`src/rtl/store_buffer_ctrl_if.sv`:
```
// rtl/store_buffer_ctrl_if.sv - store buffer request, load-check, fence and memory signal bundle
interface store_buffer_ctrl_if #(
  parameter int XLEN  = 32,
  parameter int DEPTH = 4
);
  localparam int CW = $clog2(DEPTH) + 1;

  logic            i_enq_valid;
  logic [XLEN-1:0] i_enq_addr;
  logic [XLEN-1:0] i_enq_data;
  logic [3:0]      i_enq_be;
  logic            o_enq_ready;

  logic            i_ld_check_valid;
  logic [XLEN-1:0] i_ld_check_addr;
  logic            o_ld_hazard;

  logic            i_fence_req;
  logic            o_fence_done;

  logic            o_mem_valid;
  logic            i_mem_ready;
  logic [XLEN-1:0] o_mem_addr;
  logic [XLEN-1:0] o_mem_wdata;
  logic [3:0]      o_mem_be;

  logic [CW-1:0]   o_count;
  logic            o_empty;

  // Store unit / load pipe / data memory side
  modport master (
    output i_enq_valid, i_enq_addr, i_enq_data, i_enq_be,
    output i_ld_check_valid, i_ld_check_addr,
    output i_fence_req, i_mem_ready,
    input  o_enq_ready, o_ld_hazard, o_fence_done,
    input  o_mem_valid, o_mem_addr, o_mem_wdata, o_mem_be,
    input  o_count, o_empty
  );

  // Store buffer side
  modport slave (
    input  i_enq_valid, i_enq_addr, i_enq_data, i_enq_be,
    input  i_ld_check_valid, i_ld_check_addr,
    input  i_fence_req, i_mem_ready,
    output o_enq_ready, o_ld_hazard, o_fence_done,
    output o_mem_valid, o_mem_addr, o_mem_wdata, o_mem_be,
    output o_count, o_empty
  );
endinterface

```
`src/rtl/store_buffer_ctrl.sv`:
```
// rtl/store_buffer_ctrl.sv - in-order store buffer with load hazard detection and fence drain
module store_buffer_ctrl #(
  parameter int XLEN  = 32,
  parameter int DEPTH = 4
) (
  input logic               i_clk,
  input logic               i_rst,
  store_buffer_ctrl_if.slave sb
);
  localparam int PW = $clog2(DEPTH);
  localparam int CW = PW + 1;

  typedef enum logic [1:0] {
    IDLE,
    DRAIN,
    DONE
  } fence_state_t;

  fence_state_t state_q, state_d;

  // Only the word address is kept: memory sees the low two bits as zero
  // and the hazard check compares words.
  logic [XLEN-3:0] word_q [DEPTH];
  logic [XLEN-1:0] data_q [DEPTH];
  logic [3:0]      be_q   [DEPTH];
  logic [DEPTH-1:0] valid_q;
  logic [PW-1:0]   head_q, tail_q;
  logic [CW-1:0]   count_q;

  logic enq_ready;
  logic enq_write;
  logic deq_fire;
  logic hit;
  logic unused_low_bits;

  assign unused_low_bits = ^{sb.i_enq_addr[1:0], sb.i_ld_check_addr[1:0]};

  // A zero byte-enable request is handshaken but never stored.
  assign enq_ready = (count_q < CW'(DEPTH)) && (state_q == IDLE);
  assign enq_write = sb.i_enq_valid && enq_ready && (sb.i_enq_be != 4'b0000);
  assign deq_fire  = (count_q != '0) && sb.i_mem_ready;

  assign sb.o_enq_ready  = enq_ready;
  assign sb.o_mem_valid  = (count_q != '0);
  assign sb.o_mem_addr   = {word_q[head_q], 2'b00};
  assign sb.o_mem_wdata  = data_q[head_q];
  assign sb.o_mem_be     = be_q[head_q];
  assign sb.o_count      = count_q;
  assign sb.o_empty      = (count_q == '0);
  assign sb.o_fence_done = (state_q == DONE);

  // Entry payload is written at the tail; it needs no reset because valid_q gates every use.
  always_ff @(posedge i_clk) begin
    if (enq_write) begin
      word_q[tail_q] <= sb.i_enq_addr[XLEN-1:2];
      data_q[tail_q] <= sb.i_enq_data;
      be_q[tail_q]   <= sb.i_enq_be;
    end
  end

  // Pointers, occupancy and per-entry valid bits; enqueue and dequeue never hit the same slot.
  always_ff @(posedge i_clk) begin
    if (i_rst) begin
      head_q  <= '0;
      tail_q  <= '0;
      count_q <= '0;
      valid_q <= '0;
    end else begin
      if (enq_write) begin
        tail_q          <= tail_q + 1'b1;
        valid_q[tail_q] <= 1'b1;
      end
      if (deq_fire) begin
        head_q          <= head_q + 1'b1;
        valid_q[head_q] <= 1'b0;
      end
      case ({enq_write, deq_fire})
        2'b10:   count_q <= count_q + 1'b1;
        2'b01:   count_q <= count_q - 1'b1;
        default: count_q <= count_q;
      endcase
    end
  end

  // A load stalls on any pending store to its word, including one leaving or arriving this cycle.
  always_comb begin
    hit = 1'b0;
    for (int i = 0; i < DEPTH; i++) begin
      if (valid_q[i] && (word_q[i] == sb.i_ld_check_addr[XLEN-1:2])) hit = 1'b1;
    end
    if (enq_write && (sb.i_enq_addr[XLEN-1:2] == sb.i_ld_check_addr[XLEN-1:2])) hit = 1'b1;
    sb.o_ld_hazard = sb.i_ld_check_valid && hit;
  end

  // Fence state register.
  always_ff @(posedge i_clk) begin
    if (i_rst) state_q <= IDLE;
    else       state_q <= state_d;
  end

  // Fence sequencing: block new stores, wait for the buffer to empty, pulse done once.
  always_comb begin
    state_d = state_q;
    case (state_q)
      IDLE:    if (sb.i_fence_req) state_d = DRAIN;
      DRAIN:   if (count_q == '0) state_d = DONE;
      DONE:    state_d = IDLE;
      default: state_d = IDLE;
    endcase
  end
endmodule

```
`src/flat_wrapper.sv`:
```
// flat-port wrapper written by rule: the top's interface ports become plain ports
module store_buffer_ctrl_flat 
#(
  parameter int XLEN  = 32,
  parameter int DEPTH = 4
)
  (i_clk, i_rst, sb_i_enq_valid, sb_i_enq_addr, sb_i_enq_data, sb_i_enq_be, sb_i_ld_check_valid, sb_i_ld_check_addr, sb_i_fence_req, sb_i_mem_ready, sb_o_enq_ready, sb_o_ld_hazard, sb_o_fence_done, sb_o_mem_valid, sb_o_mem_addr, sb_o_mem_wdata, sb_o_mem_be, sb_o_count, sb_o_empty);
  store_buffer_ctrl_if #(.XLEN(XLEN), .DEPTH(DEPTH)) sb_i ();
  input logic i_clk;
  input logic i_rst;
  input wire logic [$bits(sb_i.i_enq_valid)-1:0] sb_i_enq_valid;
  input wire logic [$bits(sb_i.i_enq_addr)-1:0] sb_i_enq_addr;
  input wire logic [$bits(sb_i.i_enq_data)-1:0] sb_i_enq_data;
  input wire logic [$bits(sb_i.i_enq_be)-1:0] sb_i_enq_be;
  input wire logic [$bits(sb_i.i_ld_check_valid)-1:0] sb_i_ld_check_valid;
  input wire logic [$bits(sb_i.i_ld_check_addr)-1:0] sb_i_ld_check_addr;
  input wire logic [$bits(sb_i.i_fence_req)-1:0] sb_i_fence_req;
  input wire logic [$bits(sb_i.i_mem_ready)-1:0] sb_i_mem_ready;
  output wire logic [$bits(sb_i.o_enq_ready)-1:0] sb_o_enq_ready;
  output wire logic [$bits(sb_i.o_ld_hazard)-1:0] sb_o_ld_hazard;
  output wire logic [$bits(sb_i.o_fence_done)-1:0] sb_o_fence_done;
  output wire logic [$bits(sb_i.o_mem_valid)-1:0] sb_o_mem_valid;
  output wire logic [$bits(sb_i.o_mem_addr)-1:0] sb_o_mem_addr;
  output wire logic [$bits(sb_i.o_mem_wdata)-1:0] sb_o_mem_wdata;
  output wire logic [$bits(sb_i.o_mem_be)-1:0] sb_o_mem_be;
  output wire logic [$bits(sb_i.o_count)-1:0] sb_o_count;
  output wire logic [$bits(sb_i.o_empty)-1:0] sb_o_empty;
  assign sb_i.i_enq_valid = sb_i_enq_valid;
  assign sb_i.i_enq_addr = sb_i_enq_addr;
  assign sb_i.i_enq_data = sb_i_enq_data;
  assign sb_i.i_enq_be = sb_i_enq_be;
  assign sb_i.i_ld_check_valid = sb_i_ld_check_valid;
  assign sb_i.i_ld_check_addr = sb_i_ld_check_addr;
  assign sb_i.i_fence_req = sb_i_fence_req;
  assign sb_i.i_mem_ready = sb_i_mem_ready;
  assign sb_o_enq_ready = sb_i.o_enq_ready;
  assign sb_o_ld_hazard = sb_i.o_ld_hazard;
  assign sb_o_fence_done = sb_i.o_fence_done;
  assign sb_o_mem_valid = sb_i.o_mem_valid;
  assign sb_o_mem_addr = sb_i.o_mem_addr;
  assign sb_o_mem_wdata = sb_i.o_mem_wdata;
  assign sb_o_mem_be = sb_i.o_mem_be;
  assign sb_o_count = sb_i.o_count;
  assign sb_o_empty = sb_i.o_empty;
  store_buffer_ctrl #(.XLEN(XLEN), .DEPTH(DEPTH)) u_core (.i_clk(i_clk), .i_rst(i_rst), .sb(sb_i));
endmodule
```
`config.mk`:
```
export PLATFORM = sky130hd
export DESIGN_NAME = store_buffer_ctrl_flat
export DESIGN_NICKNAME = d
export VERILOG_FILES = /design/src/rtl/store_buffer_ctrl_if.sv /design/src/rtl/store_buffer_ctrl.sv /design/src/flat_wrapper.sv
export SDC_FILE = /design/constraint.sdc
export NUM_CORES = 1
export LEC_CHECK = 0
export CELL_PAD_IN_SITES_DETAIL_PLACEMENT = 0
export CELL_PAD_IN_SITES_GLOBAL_PLACEMENT = 1
export CORE_MARGIN = 3
export CORE_UTILIZATION = 46
export CTS_BUF_LIST = sky130_fd_sc_hd__clkbuf_8 sky130_fd_sc_hd__clkbuf_16
export DETAILED_ROUTE_END_ITERATION = 8
export GPL_TIMING_DRIVEN = 0
export PLACE_DENSITY_LB_ADDON = 0.1
export SYNTH_ARGS = -nofsm -noshare
export SYNTH_HDL_FRONTEND = slang
export SYNTH_SLANG_ARGS = --single-unit
```
`constraint.sdc`:
```
create_clock -name i_clk -period 3.5 [get_ports i_clk]
set_clock_uncertainty 0.1 [all_clocks]
set_input_delay 1.05 -clock i_clk [delete_from_list [all_inputs] [get_ports i_clk]]
set_output_delay 1.05 -clock i_clk [all_outputs]
set_load 0.01 [all_outputs]
```
# [Yosys cells after proc, flatten, opt, wreduce, memory -nomap -nowiden]
# Memories as Yosys holds them, arrays and structs flattened. A register that Yosys moved wholly into a read port is not among the register bits.
# Index checks and enable logic that the tools add are counted.
[word_totals] output_inout_bits=76 wordCells=73 rom_bits=0 inputBits=106 ramBits=264 memories=3 latchBits=0 ff_bits=13
[op_classes] multipliers=0 addsub=4 reduce_logical=18 shift=0 bitwise_logic=3 order_cmp=5 eq_ne=11 mux=24 div=0
[memory_table] memory="u_core.data_q" words=4 word_bits=32 rd=1 rd_clocked_by_memory_dff=1 wr=1 line_no="store_buffer_ctrl.sv:24" source="logic [XLEN-1:0] data_q [DEPTH];"
[memory_table] memory="u_core.word_q" words=4 word_bits=30 rd=5 rd_clocked_by_memory_dff=1 wr=1 line_no="store_buffer_ctrl.sv:23" source="logic [XLEN-3:0] word_q [DEPTH];"
[memory_table] memory="u_core.be_q" words=4 word_bits=4 rd=1 rd_clocked_by_memory_dff=1 wr=1 line_no="store_buffer_ctrl.sv:25" source="logic [3:0] be_q [DEPTH];"
[op_table] operator="$eq 30x30->1" n=5
[op_table] operator="$mux 2" n=8
[op_table] operator="$logic_and 1x1->1" n=12
[op_table] operator="$mux 4" n=3
[op_table] operator="$mux 1" n=9
[op_table] operator="$lt 2x3->1 const B" n=2
[op_table] operator="$pmux 3 s2" n=1
[op_table] operator="$add 2x1->2 const B" n=2
[op_table] operator="$and 4x4->4" n=1
[op_table] operator="$demux 1 s2" n=2
[op_table] operator="$eq 2x1->1 const B" n=2
[op_table] operator="$eq 2x2->1 const B" n=2
[op_table] operator="$ge 2x1->1 const B" n=2
[op_table] operator="$ne 2x2->1 const B" n=2
[op_table] operator="$not 4->4" n=1
[op_table] operator="$or 4x4->4" n=1
[op_table] operator="$pmux 2 s2" n=1
[op_table] operator="$reduce_bool 4->1" n=1
[op_table] operator="$add 3x1->3 const B" n=1
[op_table] operator="$logic_not 3->1" n=1
[op_table] operator="$lt 3x3->1 const B" n=1
[op_table] operator="$reduce_bool 3->1" n=1
[op_table] operator="$sub 3x1->3 const B" n=1
[op_table] operator="$logic_not 2->1" n=1
[op_table] operator="2 further kinds" n=2

# [Longest topological paths before layout]
# Gate-level depths: netlist of run 1.
[depth] depth_word=9 ltp_mapped=10 ltp_nobuf=9

# [Worst setup path before layout of run 1]
# Ideal clock, no wire load.
[synth_timing] kind="input to output" from="input sb_i_ld_check_addr[22]" to="output sb_o_ld_hazard" arrival_ns=2.220 required_ns=2.350 n_path_buf=1 cell_stages=6 setup_slack_ns=0.130 cell_sequence="clkbuf_1 > xnor2_1 > nand4_1 > nor4_1 > a22oi_1 > a41oi_1"
[synth_via] elab_chain_len=8 word_cells_on_any_way=16 cone_classes="eq/ne (5); mux (5); reduce/logical (6)"
[synth_rtl] element="start: declaration" line_no="flat_wrapper.sv:16" source="input wire logic [$bits(sb_i.i_ld_check_addr)-1:0] sb_i_ld_check_addr;"
[synth_rtl] element="$eq 30x30->1" line_no="store_buffer_ctrl.sv:89" source="if (valid_q[i] && (word_q[i] == sb.i_ld_check_addr[XLEN-1:2])) hit = 1'b1;"
[synth_rtl] element="$logic_and 1x1->1" line_no="store_buffer_ctrl.sv:89"
[synth_rtl] element="$mux 1 (4 in a row)" line_no="store_buffer_ctrl.sv:89"
[synth_rtl] element="$mux 1 (*)" line_no="store_buffer_ctrl.sv:91" source="if (enq_write && (sb.i_enq_addr[XLEN-1:2] == sb.i_ld_check_addr[XLEN-1:2])) hit = 1'b1;"
[synth_rtl] element="$logic_and 1x1->1 (*)" line_no="store_buffer_ctrl.sv:92" source="sb.o_ld_hazard = sb.i_ld_check_valid && hit;"
[synth_rtl] element="end: declaration" line_no="flat_wrapper.sv:20" source="output wire logic [$bits(sb_i.o_ld_hazard)-1:0] sb_o_ld_hazard;"
# Every way passes the cells marked *; elsewhere a longest branch is shown, timed or not.

# [Final worst setup path of run 1]
[layout_timing] from="input sb_i_ld_check_addr[11]" to="output sb_o_ld_hazard"
# The elaborated chain is that of the path after synthesis.

==> key figures, run 1 <==
Floorplanning
  – Core Box Area: 25400 sq um
  – Vert. Die Dim: 168 um
  – Die area: 28100 sq um
  – Site Rows: 58
  – Die X: 168 um
  – I/O Pins: 182
  – Initial Utilization: 47.3%

Global route
  – Gr ovfl total: 0
  – Initial antenna violation count: 5
  – Via count of the first global-routing pass: 7060
  – First-pass GRT wire length: 43.4 mm
  – Pin count of the biggest net entering global routing: 68
  – Total global-route track usage: 20.5%

Worst setup path
  – Crit path max fanout: 4
  – Req. time, crit path: 2.35 ns
  – Critical path cell sequence: clkbuf_16, buf_4, xnor2_1, nand4_1, nor4_2, a22oi_1, a41oi_2, buf_2
  – Worst path top cell family by delay: simple AND/OR/NAND/NOR gates
  – CP startpoint kind: input pin
  – Crit path capture type: primary output
  – Bufs and invs on worst path: 3
  – Max incr delay on CP: 0.33 ns
  – Setup CP Type: input pin to primary output
  – Critical Path AT: 2.59 ns
  – Slowest cell on crit path: nor4_2

Finish
  – Final nets: 960
  – Syn-to-layout area delta: 31.9%
  – Final Instance Area: 15800 sq um
  – Post-route insts no fill: 1199
  – Layout cell share with drive strength beyond 1: 31.4%

Timing
  – Slew @ Worst Pin: 1.14 ns
  – Final WS setup: -0.240 ns
  – Relative slew slack: 23.8%
  – Unrepaired setup endpoints after global routing: yes
  – Fin. Hold Viols: 0
  – Setup violators final: 1
  – Pins Over Slew Limit: 0
  – Final min period: 3.74 ns
  – Fmax: 267 MHz
  – Worst-case hold slack: 0.381 ns
  – Fin crit share: 107%

Drt
  – Vias: 6494
  – Remaining antenna violation count: 0
  – Router iterations before antenna repair: 4
  – Routed wire length: 29.0 mm
  – Initial DRC Count: 334
  – Drt drc: 0
  – WL/cell: 24.2 um
  – Via-per-instance ratio: 5.42

Place
  – Placed cell area: 13900 sq um
  – HPWL Detailed: 19.3 mm
  – Cells after DPL: 1133
  – Placer Congestion: 0.852
  – Dpl ws: -1.32 ns
  – Port Buffers: 145

Worst hold path
  – Class of the worst hold path: flip-flop to flip-flop

Synthesis
  – Yosys cell types: 36
  – FF+latch count, synth: 279
  – Synthesized area: 12000 sq um
  – Post-Syn Area per Cell: 18.3 sq um
  – Register area share after synthesis: 68.5%
  – Ys Warns: 0
  – Post-synth EDFFs: 264
  – Top_reg_cell synth: edfxtp_1
  – Mapped Cells: 657
  – FFs w/ async S/R, synth: 0%

Outcome
  – Status: finished with violations
  – Failing checks: setup timing

CTS
  – Total CTS buffers: 29
  – Clock-pin slew on the worst setup and hold paths: 0.06 ns
  – Root Buffer: clkbuf_16
  – CTS sink count: 279
  – Worst-Skew Late Latency: 0.55 ns
  – Longest Clk Path Bufs: 3
  – CTS tree: yes
  – Hold-fix buffers, CTS: 0
  – H-tree levels: 1

Pwr
  – Total chip power: 0.0110 W
  – Power density cells: 692 nW/um^2
  – Max rail drop VDD: 0.538 mV
  – P_leak: 5.40 nW

Run
  – Max-Cap Viols: 0
## through the flow
| stage | utilization, % | setup TNS (ns) |
|---|---|---|
| CTS | 61.0 | -0.269 |
| global placement | 54.7 | -16.15 |
| finish | 62.4 | -0.240 |
| global route | 62.4 | -0.280 |
| floorplan | - | 0 |
| detailed placement | 54.7 | -20.58 |
## sequential cells by signal, indices dropped and copies added, names as in the netlist, named ones only
name               flops
u_core.be_q           16
u_core.state_q         2
u_core.head_q          2
u_core.word_q        120
u_core.valid_q         4
u_core.sb.o_count      3
u_core.data_q        128
u_core.tail_q          2
## path summary, 6_finish.rpt
check | from | end | slack, ns | cells after the start
setup / recovery | sb_i_ld_check_addr[11] | sb_o_ld_hazard | -0.24 | 8
hold / removal | u_core.state_q[1] | u_core.state_q[1] | 0.38 | 1
hold reg to reg | u_core.state_q[1] | u_core.state_q[1] | 0.38 | 1
setup reg to reg | u_core.sb.o_count[2] | u_core.data_q[3][12] | 1.07 | 4
## cell type report
type	count	area, sq um
timing repair buffer	155	1490
tap	330	413
sequential	279	8230
antenna	2	5.00
clock inverter	25	300
inverter	10	37.5
clock buffer	29	726
buffer	49	503
fill	1880	9550
multi-input combinational	320	4150
## synth_stat cells (2+ instances only)
master,n,area (sq um)
nand4_1,33,206
inv_1,10,37.5
nor2b_1,2,12.5
a211oi_1,3,22.5
nor3_1,2,10.0
buf_2,5,25.0
ha_1,9,113
buf_1,5,18.8
edfxtp_1,264,7930
mux2i_1,2,20.0
and2_4,4,35.0
nor2_1,9,33.8
nand3_1,3,15.0
nor2_2,3,18.8
xnor2_1,130,1140
a21oi_1,2,10.0
nor4_1,14,87.6
buf_4,6,45.0
clkbuf_1,32,120
mux4_2,66,1490
dfxtp_1,15,300
xor2_1,24,210
## routing by layer
metal / vias up / part of all wire [%] / global-route usage [%]
li1: 2933 / - / -
met1: 3298 / 40 / 26.8
met2: 213 / 51 / 34.5
met3: 44 / 6.3 / 4.39
met4: 6 / 2.7 / 6.47
met5: - / 0.12 / 0
## report_power, final
group	total (W)	switching, W	internal (W)
Sequential	0.00432	0.000197	0.00412
Combinational	0.00339	0.00153	0.00186
Clock	0.00325	0.00123	0.00202
Total	0.0110	0.00296	0.00800
## repair_timing
item | in CTS | in global routing
setup endpoints to repair | 63 | 43
hold endpoints to repair | 0 | 0
resized for setup | 215 | 97
setup buffers | 2 | 8
pin swaps | 40 | 26
## cells by family (layout without fill, tap and decap cells)
| group | count (synthesis) | after routing | share of synthesized area, % |
|---|---|---|---|
| AOI/OAI and AO/OA | 10 | 10 | 0.625 |
| xor gates and xnor gates | 154 | 154 | 11.2 |
| adders and majority gates | 10 | 10 | 1.10 |
| buffers and inverters | 59 | 268 | 2.15 |
| DFF | 279 | 279 | 68.5 |
| muxes | 68 | 68 | 12.5 |
| other | 1 | 4 | 0.0312 |
| and+or+nand+nor | 76 | 76 | 3.85 |
## cell usage in the layout (no fill, tap or decap), drive strengths merged, types with 3 or more instances in the layout
cell type	count
buf	44
a211oi	4
ha	9
clkdlybuf4s50	93
nor4	14
clkinv	12
nand4	33
mux4	66
nand3	3
dlymetal6s2s	17
bufinv	7
dfxtp	15
clkbuf	61
nor2	13
xnor2	130
clkdlybuf4s15	7
and2	4
dlygate4sd2	11
edfxtp	264
xor2	24
inv	14
Power figures use the tool's default switching activity.
==> run 2: changes to the inputs <==
CTS_BUF_LIST = unset   (was sky130_fd_sc_hd__clkbuf_8 sky130_fd_sc_hd__clkbuf_16)
HOLD_SLACK_MARGIN = 0.08   (was unset)
SLEW_MARGIN = 15   (was unset)
==> key figures, run 2 (synthesized netlist as in run 1, its figures left out) <==
Finish
  – Layout cell share with drive strength beyond 1: 31.4% (unchanged)
  – Largest registers: u_core.data_q x128, u_core.word_q x120, u_core.be_q x16
  – Most frequent cells in the layout: edfxtp_1 (264), clkdlybuf4s50_1 (93), xnor2_1 (73)
  – Biggest register: u_core.data_q
  – Commonest non-fill, non-tap cell in the layout: edfxtp_1
  – Syn-to-layout area delta: 31.9% (unchanged)
  – Max FFs per register: 128 (unchanged)
  – # fillers: 1880 (unchanged)
  – Final nets: 960 (unchanged)

Drt
  – Remaining antenna violation count: 0 (unchanged)
  – Router iterations before antenna repair: 4 (unchanged)
  – Initial DRC Count: 333 (-0.30%)
  – WL/cell: 24.2 um (unchanged)
  – Routed wire length: 29.0 mm (unchanged)
  – Drt drc: 0 (unchanged)
  – Vias: 6494 (unchanged)
  – Via-per-instance ratio: 5.42 (unchanged)

Global route
  – Total global-route track usage: 20.5% (unchanged)
  – First-pass GRT wire length: 43.4 mm (unchanged)
  – Met2 Resource Use GR: 34.5% (unchanged)
  – Via count of the first global-routing pass: 7060 (unchanged)
  – Pin count of the biggest net entering global routing: 68 (unchanged)
  – Initial antenna violation count: 5 (unchanged)
  – M3 GR Usage: 4.39% (unchanged)
  – GRT met1 Usage: 26.8% (unchanged)
  – Most Crowded Layer GR: met2
  – Gr ovfl total: 0 (unchanged)

Outcome
  – Status: finished with violations
  – Failing checks: setup timing

Pwr
  – Sw frac: 27.0% (about the same)
  – Clk pwr share: 29.7% (about the same)
  – Cell-internal power: 0.00801 W (+0.11%)
  – Combinational power share: 30.9% (about the same)
  – Switching Power: 0.00296 W (about the same)
  – Max rail drop VDD: 0.538 mV (about the same)
  – Power density cells: 692 nW/um^2 (about the same)
  – Sequential Power Share: 39.3% (about the same)
  – P_leak: 5.39 nW (-0.23%)

Worst setup path
  – CP startpoint kind: input pin
  – Crit path capture type: primary output
  – Req. time, crit path: 2.35 ns (about the same)
  – Critical Path AT: 2.59 ns (about the same)
  – Setup CP Type: input pin to primary output
  – Crit path max fanout: 4 (unchanged)

Timing
  – Setup violators final: 1 (unchanged)
  – Fin. Hold Viols: 0 (unchanged)
  – Unrepaired setup endpoints after global routing: yes
  – Final WS setup: -0.240 ns (unchanged)
  – Final min period: 3.74 ns (unchanged)
  – Fmax: 267 MHz (unchanged)
  – Pins Over Slew Limit: 0 (unchanged)
  – Slew @ Worst Pin: 1.14 ns (-0.000754 ns)
  – Worst-case hold slack: 0.381 ns (unchanged)
  – Fin crit share: 107% (unchanged)
  – Relative slew slack: 23.9% (+0.050 points)

CTS
  – Total CTS buffers: 29 (unchanged)
  – CTS sink count: 279 (unchanged)
  – CTS tree: yes
  – Worst-Skew Late Latency: 0.55 ns (about the same)
  – Hold-fix buffers, CTS: 0 (unchanged)
  – H-tree levels: 1 (unchanged)
  – Longest Clk Path Bufs: 3 (unchanged)
  – Clock-pin slew on the worst setup and hold paths: 0.06 ns (about the same)
  – Root Buffer: clkbuf_16

Place
  – Port Buffers: 145 (unchanged)
  – Placer Congestion: 0.852 (unchanged)
  – HPWL Detailed: 19.3 mm (unchanged)
  – Dpl ws: -1.32 ns (unchanged)

Run
  – Max-Cap Viols: 0 (unchanged)

Floorplanning
  – Site Rows: 58 (unchanged)
  – Die X: 168 um (unchanged)
  – Die area: 28100 sq um (unchanged)
  – I/O Pins: 182 (unchanged)
  – Core Box Area: 25400 sq um (unchanged)
  – Initial Utilization: 47.3% (unchanged)
  – Vert. Die Dim: 168 um (unchanged)

Worst hold path
  – Class of the worst hold path: flip-flop to flip-flop
-- run 2: per-layer routing --
| metal | up-vias | part of all wire, % |
|---|---|---|
| met4 | 6 | 2.7 |
| met1 | 3298 | 40 |
| met3 | 44 | 6.3 |
| met2 | 213 | 51 |
| met5 | - | 0.12 |
| li1 | 2933 | - |
-- run 2: area by class of cell --
| type | count | area (sq um) | share of cell area (%) |
|---|---|---|---|
| Sequential cell | 279 | 8230 | 51.9 |
| Multi-Input combinational cell | 320 | 4150 | 26.2 |
| Timing Repair Buffer | 155 | 1490 | 9.39 |
| Clock buffer | 32 | 737 | 4.65 |
| Buffer | 49 | 503 | 3.17 |
| Tap cell | 330 | 413 | 2.61 |
| Clock inverter | 22 | 289 | 1.82 |
| Inverter | 10 | 37.5 | 0.237 |
| Antenna cell | 2 | 5.00 | 0.0316 |
-- run 2: critical path, cell delays in order --
cell and delay (ns):
clkbuf_16 0.13, buf_4 0.15, xnor2_1 0.13, nand4_1 0.20, nor4_2 0.33, a22oi_1 0.12
a41oi_2 0.29, buf_2 0.18
-- run 2: path summary, 6_finish.rpt --
| kind | start | endpoint | slack [ns] | cells past startpoint |
|---|---|---|---|---|
| worst max-delay path | sb_i_ld_check_addr[11] | sb_o_ld_hazard | -0.24 | 8 |
| worst min register to register | u_core.state_q[1] | u_core.state_q[1] | 0.38 | 1 |
| worst max register to register | u_core.sb.o_count[2] | u_core.data_q[1][12] | 1.07 | 4 |
| worst min-delay path | u_core.state_q[1] | u_core.state_q[1] | 0.38 | 1 |
-- run 2: power by group through the flow --
stage	sequential, W	combinational, W	clock, W
finish	0.00432	0.00339	0.00326
global route	0.00435	0.00363	0.00347
CTS	0.00431	0.00339	0.00333
detailed placement	0.00436	0.00321	0
global placement	0.00433	0.00320	0
floorplan	0.00430	0.00174	0
-- run 2: per-stage QoR --
stage                     util [%]  cell area [sq um]  cells  TNS (ns)  power [W]
after floorplan                  -              12000    658         0    0.00604
after global placement        54.7              13900   1133    -16.15    0.00752
after detailed placement      54.7              13900   1133    -20.58    0.00756
after CTS                     61.0              15500   1189    -0.269     0.0110
after global routing          62.4              15800   1199    -0.280     0.0115
final                         62.4              15800   1199    -0.240     0.0110
-- run 2: what timing repair did --
| item | 4_1_cts | 5_1_grt |
|---|---|---|
| pin swaps | 40 | 26 |
| setup buffers | 2 | 8 |
| setup endpoints to repair | 63 | 43 |
| gates resized for setup | 215 | 97 |
